--- config.mk ---
export PLATFORM = sky130hd
export DESIGN_NAME = acq_search
export DESIGN_NICKNAME = d
export VERILOG_FILES = /design/src/rtl/acq_search.sv
export SDC_FILE = /design/constraint.sdc
export NUM_CORES = 1
export LEC_CHECK = 0
export BUFFER_PORTS_ARGS = -buffer_cell sky130_fd_sc_hd__buf_2
export CAP_MARGIN = 10
export CORE_MARGIN = 2
export CORE_UTILIZATION = 45
export CTS_BUF_LIST = sky130_fd_sc_hd__clkbuf_4 sky130_fd_sc_hd__clkbuf_8
export DETAILED_ROUTE_END_ITERATION = 6
export GPL_TIMING_DRIVEN = 0
export PLACE_DENSITY = 0.69
export SYNTH_ARGS = -nofsm -noshare
export SYNTH_HDL_FRONTEND = slang
export SYNTH_SLANG_ARGS = --single-unit
--- constraint.sdc ---
create_clock -name clk -period 7.3 [get_ports clk]
set_input_delay 0 -clock clk [delete_from_list [all_inputs] [get_ports clk]]
set_output_delay 0 -clock clk [all_outputs]
set_load 0.01 [all_outputs]
--- src/rtl/acq_search.sv ---
// Acquisition search controller: sweeps one tracking channel over a grid of
// Doppler bins and code-phase offsets, keeps the strongest early/prompt/late
// correlation seen, and reports it with a detection flag when the sweep ends.
module acq_search #(
  parameter int                         DOPPLER_WIDTH = 16,
  parameter int                         I2Q2_WIDTH    = 32,
  parameter int                         CS_WIDTH      = 14,
  parameter int                         CODE_SPAN     = 16368,
  parameter int                         CODE_STEP     = 3,
  parameter int                         EL_SPACING    = 1,
  parameter int                         NUM_BINS      = 21,
  parameter logic [DOPPLER_WIDTH-1:0]   DOPPLER_START = 16'hF000,
  parameter logic [DOPPLER_WIDTH-1:0]   DOPPLER_STEP  = 16'h0100,
  parameter int                         SKIP          = 1
) (
  input  logic                     clk,
  input  logic                     reset_n,
  input  logic                     start,
  input  logic                     abort,
  input  logic [I2Q2_WIDTH-1:0]    threshold,
  input  logic                     i2q2_valid,
  input  logic [I2Q2_WIDTH-1:0]    i2q2_early,
  input  logic [I2Q2_WIDTH-1:0]    i2q2_prompt,
  input  logic [I2Q2_WIDTH-1:0]    i2q2_late,
  input  logic [CS_WIDTH-1:0]      code_shift,
  output logic [DOPPLER_WIDTH-1:0] doppler,
  output logic                     seek_en,
  output logic [CS_WIDTH-1:0]      seek_target,
  output logic                     busy,
  output logic                     done,
  output logic                     found,
  output logic [I2Q2_WIDTH-1:0]    best_power,
  output logic [CS_WIDTH-1:0]      best_code,
  output logic [4:0]               best_bin
);

  localparam int                SKIP_W = (SKIP > 0) ? $clog2(SKIP + 1) : 1;
  localparam logic [CS_WIDTH:0] SPAN_X = (CS_WIDTH+1)'(CODE_SPAN);
  localparam logic [CS_WIDTH:0] STEP_X = (CS_WIDTH+1)'(CODE_STEP);
  localparam logic [CS_WIDTH:0] EL_X   = (CS_WIDTH+1)'(EL_SPACING);
  localparam logic [5:0]        BINS_X = 6'(NUM_BINS);

  typedef enum logic [2:0] {
    S_IDLE, S_SEEK, S_WAIT_SEEK, S_DWELL, S_EVAL, S_DONE
  } state_t;

  state_t                   state_q, state_d;
  logic [CS_WIDTH-1:0]      target_q, target_d;
  logic [4:0]               bin_q, bin_d;
  logic [DOPPLER_WIDTH-1:0] doppler_q, doppler_d;
  logic [SKIP_W-1:0]        skip_q, skip_d;
  logic                     seek_en_q, seek_en_d;
  logic                     busy_q, busy_d;
  logic                     done_q, done_d;
  logic                     found_q, found_d;
  logic [I2Q2_WIDTH-1:0]    best_power_q, best_power_d;
  logic [CS_WIDTH-1:0]      best_code_q, best_code_d;
  logic [4:0]               best_bin_q, best_bin_d;
  logic [I2Q2_WIDTH-1:0]    early_q, prompt_q, late_q;
  logic                     capture;
  logic [I2Q2_WIDTH-1:0]    cand_pow;
  logic [CS_WIDTH-1:0]      cand_code;
  logic [CS_WIDTH:0]        tgt_step;
  logic [5:0]               bin_inc;

  // Early tap sits EL_SPACING behind prompt, modulo the code span.
  function automatic logic [CS_WIDTH-1:0] wrap_sub(input logic [CS_WIDTH-1:0] t);
    logic [CS_WIDTH:0] x;
    x = {1'b0, t};
    if (x < EL_X) x = x + SPAN_X - EL_X;
    else          x = x - EL_X;
    return x[CS_WIDTH-1:0];
  endfunction

  // Late tap sits EL_SPACING ahead of prompt, modulo the code span.
  function automatic logic [CS_WIDTH-1:0] wrap_add(input logic [CS_WIDTH-1:0] t);
    logic [CS_WIDTH:0] x;
    x = {1'b0, t} + EL_X;
    if (x >= SPAN_X) x = x - SPAN_X;
    return x[CS_WIDTH-1:0];
  endfunction

  // Pick this dwell's candidate: strongest tap, prompt then early winning ties.
  always_comb begin
    if (prompt_q >= early_q && prompt_q >= late_q) begin
      cand_pow  = prompt_q;
      cand_code = target_q;
    end else if (early_q >= late_q) begin
      cand_pow  = early_q;
      cand_code = wrap_sub(target_q);
    end else begin
      cand_pow  = late_q;
      cand_code = wrap_add(target_q);
    end
    tgt_step = {1'b0, target_q} + STEP_X;
    bin_inc  = {1'b0, bin_q} + 6'd1;
  end

  // Next-state and output logic; abort overrides everything and freezes results.
  always_comb begin
    state_d      = state_q;
    target_d     = target_q;
    bin_d        = bin_q;
    doppler_d    = doppler_q;
    skip_d       = skip_q;
    seek_en_d    = 1'b0;
    done_d       = 1'b0;
    found_d      = found_q;
    best_power_d = best_power_q;
    best_code_d  = best_code_q;
    best_bin_d   = best_bin_q;
    capture      = 1'b0;
    case (state_q)
      S_IDLE: begin
        if (start) begin
          best_power_d = '0;
          best_code_d  = '0;
          best_bin_d   = '0;
          found_d      = 1'b0;
          bin_d        = '0;
          target_d     = '0;
          doppler_d    = DOPPLER_START;
          state_d      = S_SEEK;
        end
      end
      S_SEEK: begin
        seek_en_d = 1'b1;
        state_d   = S_WAIT_SEEK;
      end
      S_WAIT_SEEK: begin
        if (!seek_en_q && code_shift == target_q) begin
          skip_d  = SKIP_W'(SKIP);
          state_d = S_DWELL;
        end
      end
      S_DWELL: begin
        if (i2q2_valid) begin
          if (skip_q != '0) begin
            skip_d = skip_q - SKIP_W'(1);
          end else begin
            capture = 1'b1;
            state_d = S_EVAL;
          end
        end
      end
      S_EVAL: begin
        if (cand_pow > best_power_q) begin
          best_power_d = cand_pow;
          best_code_d  = cand_code;
          best_bin_d   = bin_q;
        end
        state_d = S_SEEK;
        if (tgt_step >= SPAN_X) begin
          target_d  = '0;
          bin_d     = bin_inc[4:0];
          doppler_d = doppler_q + DOPPLER_STEP;
          if (bin_inc == BINS_X) state_d = S_DONE;
        end else begin
          target_d = tgt_step[CS_WIDTH-1:0];
        end
      end
      S_DONE: begin
        done_d  = 1'b1;
        found_d = (best_power_q >= threshold);
        state_d = S_IDLE;
      end
      default: state_d = S_IDLE;
    endcase
    if (abort) begin
      state_d      = S_IDLE;
      seek_en_d    = 1'b0;
      done_d       = 1'b0;
      capture      = 1'b0;
      target_d     = target_q;
      bin_d        = bin_q;
      doppler_d    = doppler_q;
      found_d      = found_q;
      best_power_d = best_power_q;
      best_code_d  = best_code_q;
      best_bin_d   = best_bin_q;
    end
    busy_d = (state_d != S_IDLE) && (state_d != S_DONE);
  end

  // Control and result registers with synchronous active-low reset.
  always_ff @(posedge clk) begin
    if (!reset_n) begin
      state_q      <= S_IDLE;
      target_q     <= '0;
      bin_q        <= '0;
      doppler_q    <= DOPPLER_START;
      skip_q       <= '0;
      seek_en_q    <= 1'b0;
      busy_q       <= 1'b0;
      done_q       <= 1'b0;
      found_q      <= 1'b0;
      best_power_q <= '0;
      best_code_q  <= '0;
      best_bin_q   <= '0;
    end else begin
      state_q      <= state_d;
      target_q     <= target_d;
      bin_q        <= bin_d;
      doppler_q    <= doppler_d;
      skip_q       <= skip_d;
      seek_en_q    <= seek_en_d;
      busy_q       <= busy_d;
      done_q       <= done_d;
      found_q      <= found_d;
      best_power_q <= best_power_d;
      best_code_q  <= best_code_d;
      best_bin_q   <= best_bin_d;
    end
  end

  // Hold the measurement pulse's three correlator results for evaluation.
  always_ff @(posedge clk) begin
    if (capture) begin
      early_q  <= i2q2_early;
      prompt_q <= i2q2_prompt;
      late_q   <= i2q2_late;
    end
  end

  assign doppler     = doppler_q;
  assign seek_en     = seek_en_q;
  assign seek_target = target_q;
  assign busy        = busy_q;
  assign done        = done_q;
  assign found       = found_q;
  assign best_power  = best_power_q;
  assign best_code   = best_code_q;
  assign best_bin    = best_bin_q;

endmodule

* After elaboration in Yosys (flattened, before gate mapping)
Cells that the tools add are included.
Word-level totals: register bits 190, input bits 147, output and inout bits 85
Cells by class: add/subtract/negate cells 9, order comparisons 8, eq/ne operators 13, muxes and demuxes 42, bitwise gates (word level) 2, reduce and logical (&&, ||, !) cells 15
Operators with widths (count):
- $ge A32 B32 Y1 | 4
- $mux W32 | 4
- $mux W14 | 7
- $pmux W32 S2 | 1
- $pmux W14 S2 | 2
- $gt A32 B32 Y1 | 1
- $mux W16 | 2
- $pmux W16 S2 | 1
- $ge A15 B14 Y1 const B | 2
- $sub A14 B1 Y14 const B | 2
- $mux W3 | 7
- $pmux W5 S2 | 2
- $add A16 B9 Y16 const B | 1
- $add A14 B1 Y15 const B | 1
- $add A14 B2 Y15 const B | 1
- $mux W5 | 3
- $pmux W3 S5 | 1
- $add A14 B14 Y14 const B | 1
- $eq A14 B14 Y1 | 1
- $lt A14 B1 Y1 const B | 1
- $sub A14 B14 Y14 const B | 1
- $mux W1 | 10
- $ne A2 B2 Y1 const B | 5
- $reduce_and A3 Y1 | 3
- other kinds (16) | 25

* Depth between registers and ports, before layout
word-level depth 8, gate-level depth with buffers 22, depth with buffers taken out 20

* Worst setup path before layout
OpenSTA, ideal clock, no wires.
kind register to register, from register state_q[0], to register early_q[0] (enable), library setup time 0.668 ns, data arrival time 7.179 ns, data required time 6.632 ns, slack -0.547 ns, stages on the path, launching flop included 5, path buffers 0, period minus slack after synthesis 7.847 ns, path through dfxtp_1 nand2_1 nor2_1 nand2_1 nor3_1
On the way: longest elaborated chain between the ends 3
Ends and longest elaborated chain:
- start: declaration | RTL line 47 | state_t state_q, state_d;
- start signal: assignment | RTL line 201 | state_q <= state_d;
- $eq A3 B2 Y1 | RTL line 113 | case (state_q)
- $mux W1 | RTL line 113
- $mux W1 | RTL line 169 | if (abort) begin
- named net capture | RTL line 60 | logic capture;
- end signal: assignment | RTL line 219 | early_q <= i2q2_early;
- end: declaration | RTL line 59 | logic [I2Q2_WIDTH-1:0] early_q, prompt_q, late_q;
The timed path passes the listed nets, and every way through them passes these cells. A chain may end at the register's enable or synchronous reset.

* Worst setup path after layout
from register early_q[19], to register best_code_q[6] (netlist: best_code[6])
On the way: longest elaborated chain between the ends 6
Ends and longest elaborated chain:
- $ge A32 B32 Y1 (on tied branches) | RTL line 88, 85
- $mux W32 or $logic_and A1 B1 Y1 (tied branches) | RTL line 88, 85
- $mux W32 | RTL line 85 | if (prompt_q >= early_q && prompt_q >= late_q) begin
- $gt A32 B32 Y1 | RTL line 147 | if (cand_pow > best_power_q) begin
- $ne A2 B2 Y1 (no line)
- $reduce_and A4 Y1 (no line)
- end signal: assignment | RTL line 211 | best_code_q <= best_code_d;
- end: declaration | RTL line 57 | logic [CS_WIDTH-1:0] best_code_q, best_code_d;
Several ways; a longest one is shown, not always the timed one. The select of a mux whose other input is x is not followed.

==> flow_metrics.py <==
metrics = {
    "run_status": {
        "status": "complete, no violations",
    },
    "critical_path": {
        "worstPathRequired_ns": 7.69,
        "worst_ep_arrival_time_ns": 6.90,
        "worstPathMaxFanout": 10,
        "r2r_cells": 20,
        "critPathLaunchType": "register",
        "path_class": "register to register",
        "cp-end-kind": "register",
    },
    "layout": {
        "instances_no_fill": 2036,
        "nNetsFinal": 1996,
        "final_common_cell": "buf_2",
        "syn_to_final_growth_pct": 24.68,
        "drive_above_1_share_pct": 19.53,
        "final_cell_mix": "240 x buf_2, 167 x ha_1, 140 x inv_1",
        "num_antenna_cells": 0,
    },
    "die": {
        "dieArea_mm2": 0.02893,
        "start_util_pct": 45.93,
        "die_w_um": 170.1,
        "num_io_pins": 232,
        "die_height_um": 170.1,
        "rows": 60,
        "core_area_mm2": 0.02703,
    },
    "flow_run": {
        "maxCapViolations": 0,
    },
    "hold_path": {
        "hp-class": "primary input to register",
        "min_path_cells": 5,
    },
    "sta": {
        "final_hold_viol_count": 0,
        "worst_slew_pin_slew_ns": 0.9302,
        "fin_skew_ns": 0.02069,
        "slew_violations": 0,
        "finalCritPeriodShare_pct": 89.18,
        "relSlewSlack_pct": 36.38,
        "rsz0062_at_grt": "no",
        "min_period_ns": 6.510,
        "max_freq_ghz": 0.1536,
        "fin_tns_setup_ns": 0,
        "setup_viol": 0,
    },
    "logic_synthesis": {
        "ys_seq_elements": 182,
        "synth_edf_count": 96,
        "netlist_area_mm2": 0.01241,
        "ys_types": 81,
        "syn_avg_cell_area_um2": 9.333,
        "yosysSeqAreaShare_pct": 37.09,
        "async_flop_share_pct": 0,
        "synth_warnings": 0,
        "synth_flop_cell": "edfxtp_1",
        "syn_inst": 1330,
    },
    "power": {
        "power.density_mw_per_mm2": 123.9,
        "ir_drop_uv": 86.95,
        "p_leak_nw": 7.290,
    },
    "drt": {
        "vias": 11410,
        "dr.pass1.iters": 5,
        "vias_per_cell": 5.606,
        "first_iter_violations": 818,
        "ant_nets": 0,
        "wl_per_cell_um": 18.56,
        "route.detailed.drc": 0,
        "drt-total-wl_um": 37800,
    },
    "clock_network": {
        "cts.sinks": 182,
        "clk_pin_slew_ns": 0.12,
        "tritoncts": "done",
        "cts_max_path_buffers": 2,
        "clkLatencyLatePin_ns": 0.50,
        "cts_made_buffers": 17,
        "htree_levels": 4,
        "cts_setup_buffers": 0,
        "root_buffer": "clkbuf_8",
    },
    "placed_design": {
        "dpl.cell_count": 1905,
        "place_congestion": 0.9378,
        "place_hpwl_um": 29230,
        "portBuffers": 222,
    },
    "grt": {
        "grt_max_degree": 24,
        "grt_remaining_overflow": 0,
        "grtUsageTotal_pct": 26.35,
        "grt_pass1_vias": 11050,
        "grt_pass1_wl_um": 59110,
        "antenna_found_initial": 0,
    },
}
-- registers in the layout (all words and copies together), names as in the netlist, 8 cells and up --
| name | flops |
|---|---|
| early_q | 32 |
| best_code | 14 |
| seek_target | 14 |
| best_power | 32 |
| prompt_q | 32 |
| late_q | 32 |
| doppler | 8 |
-- per-layer routing --
metal	up-vias	share of wire (%)	routed length [um]	track usage, %
met5	-	0	0	0
met4	0	2.6	970	8.696
met3	56	6.0	2282	3.465
met2	428	47	17880	44.64
met1	5367	44	16660	34.77
li1	5562	-	-	-
-- worst max-delay path: stages, from the launching register on --
cell and delay, ns:
edfxtp_1 0.46, ha_1 0.36, a21oi_1 0.14, o21ai_0 0.14, a221oi_1 0.59, o2111ai_1 0.35, o211ai_1 0.32, nand2_2 0.32
buf_6 0.27, mux2i_1 0.15, a21oi_1 0.22, ha_1 0.29, a21o_1 0.19, a2111oi_0 0.52, o21ai_0 0.20, a221oi_1 0.45
a21boi_1 0.16, nand3_1 0.36, clkbuf_1 0.49, a211oi_1 0.12, a221o_1 0.28
-- power by group --
part | switching (mW) | leakage (nW) | internal [mW] | total, mW
clock network | 0.434 | 0.186 | 0.251 | 0.685
registers | 0.00231 | 1.56 | 1.08 | 1.08
logic | 0.0703 | 5.55 | 0.0832 | 0.154
-- worst paths after layout --
path | start | end | slack [ns]
max | early_q[19] | best_code[6] | 0.79
min | start | state_q[0] | 0.08
max reg2reg | early_q[19] | best_code[6] | 0.79
min reg2reg | best_code[0] | best_code[0] | 0.46
-- per-stage QoR --
step / utilization (%) / total power [mW] / hold slack, ns / cell area, um2 / setup WS [ns]
after floorplan: - / 1.149 / 0.09887 / 12440 / 2.411
after global placement: 51.74 / 1.209 / 0.1761 / 13980 / 0.7822
after detailed placement: 52.22 / 1.212 / 0.1781 / 14110 / 1.069
after CTS: 57.27 / 1.919 / 0.05455 / 15480 / 1.007
after global routing: 57.27 / 1.977 / 0.1077 / 15480 / 0.4184
final: 57.27 / 1.917 / 0.08180 / 15480 / 0.7896
-- cell families after synthesis --
group | share of synthesized area, %
buf+inv | 7.439
simple gates | 16.12
mux | 3.084
fa+ha+maj | 16.83
compound gates | 16.86
other cells | 0.03021
flops | 37.09
xor+xnor | 2.540
-- cell usage after synthesis (18+ instances only) --
library cell	count	share of area (%)
nand3_1	34	1.4
a21o_1	23	1.4
nor2_1	89	2.7
mux2i_1	36	2.9
inv_1	140	4.2
xor2_1	25	1.8
dfxtp_1	86	14
a41o_1	31	2.5
buf_2	18	0.73
ha_1	167	17
nor3_1	57	2.3
a21oi_1	94	3.8
clkbuf_1	38	1.1
edfxtp_1	96	23
nand2_1	85	2.6
o21ai_0	44	1.8
nand4_1	29	1.5
-- final cells by class --
class	count	area, um2
fillers	2394	11550
repair buffers	326	2227
clock buffers	17	234.0
well taps	341	426.7
clock inverters	15	138.9
plain buffers	76	397.9
inverters	140	525.5
multi-input cells	939	6923
flip-flops and latches	182	4604
-- repair_timing --
item | 4_1_cts | 5_1_grt
hold endpoints to repair | 101 | 0
hold buffers | 99 | 0
resized for setup | 0 | 0
Note: power is estimated with default switching activity, not from simulation.
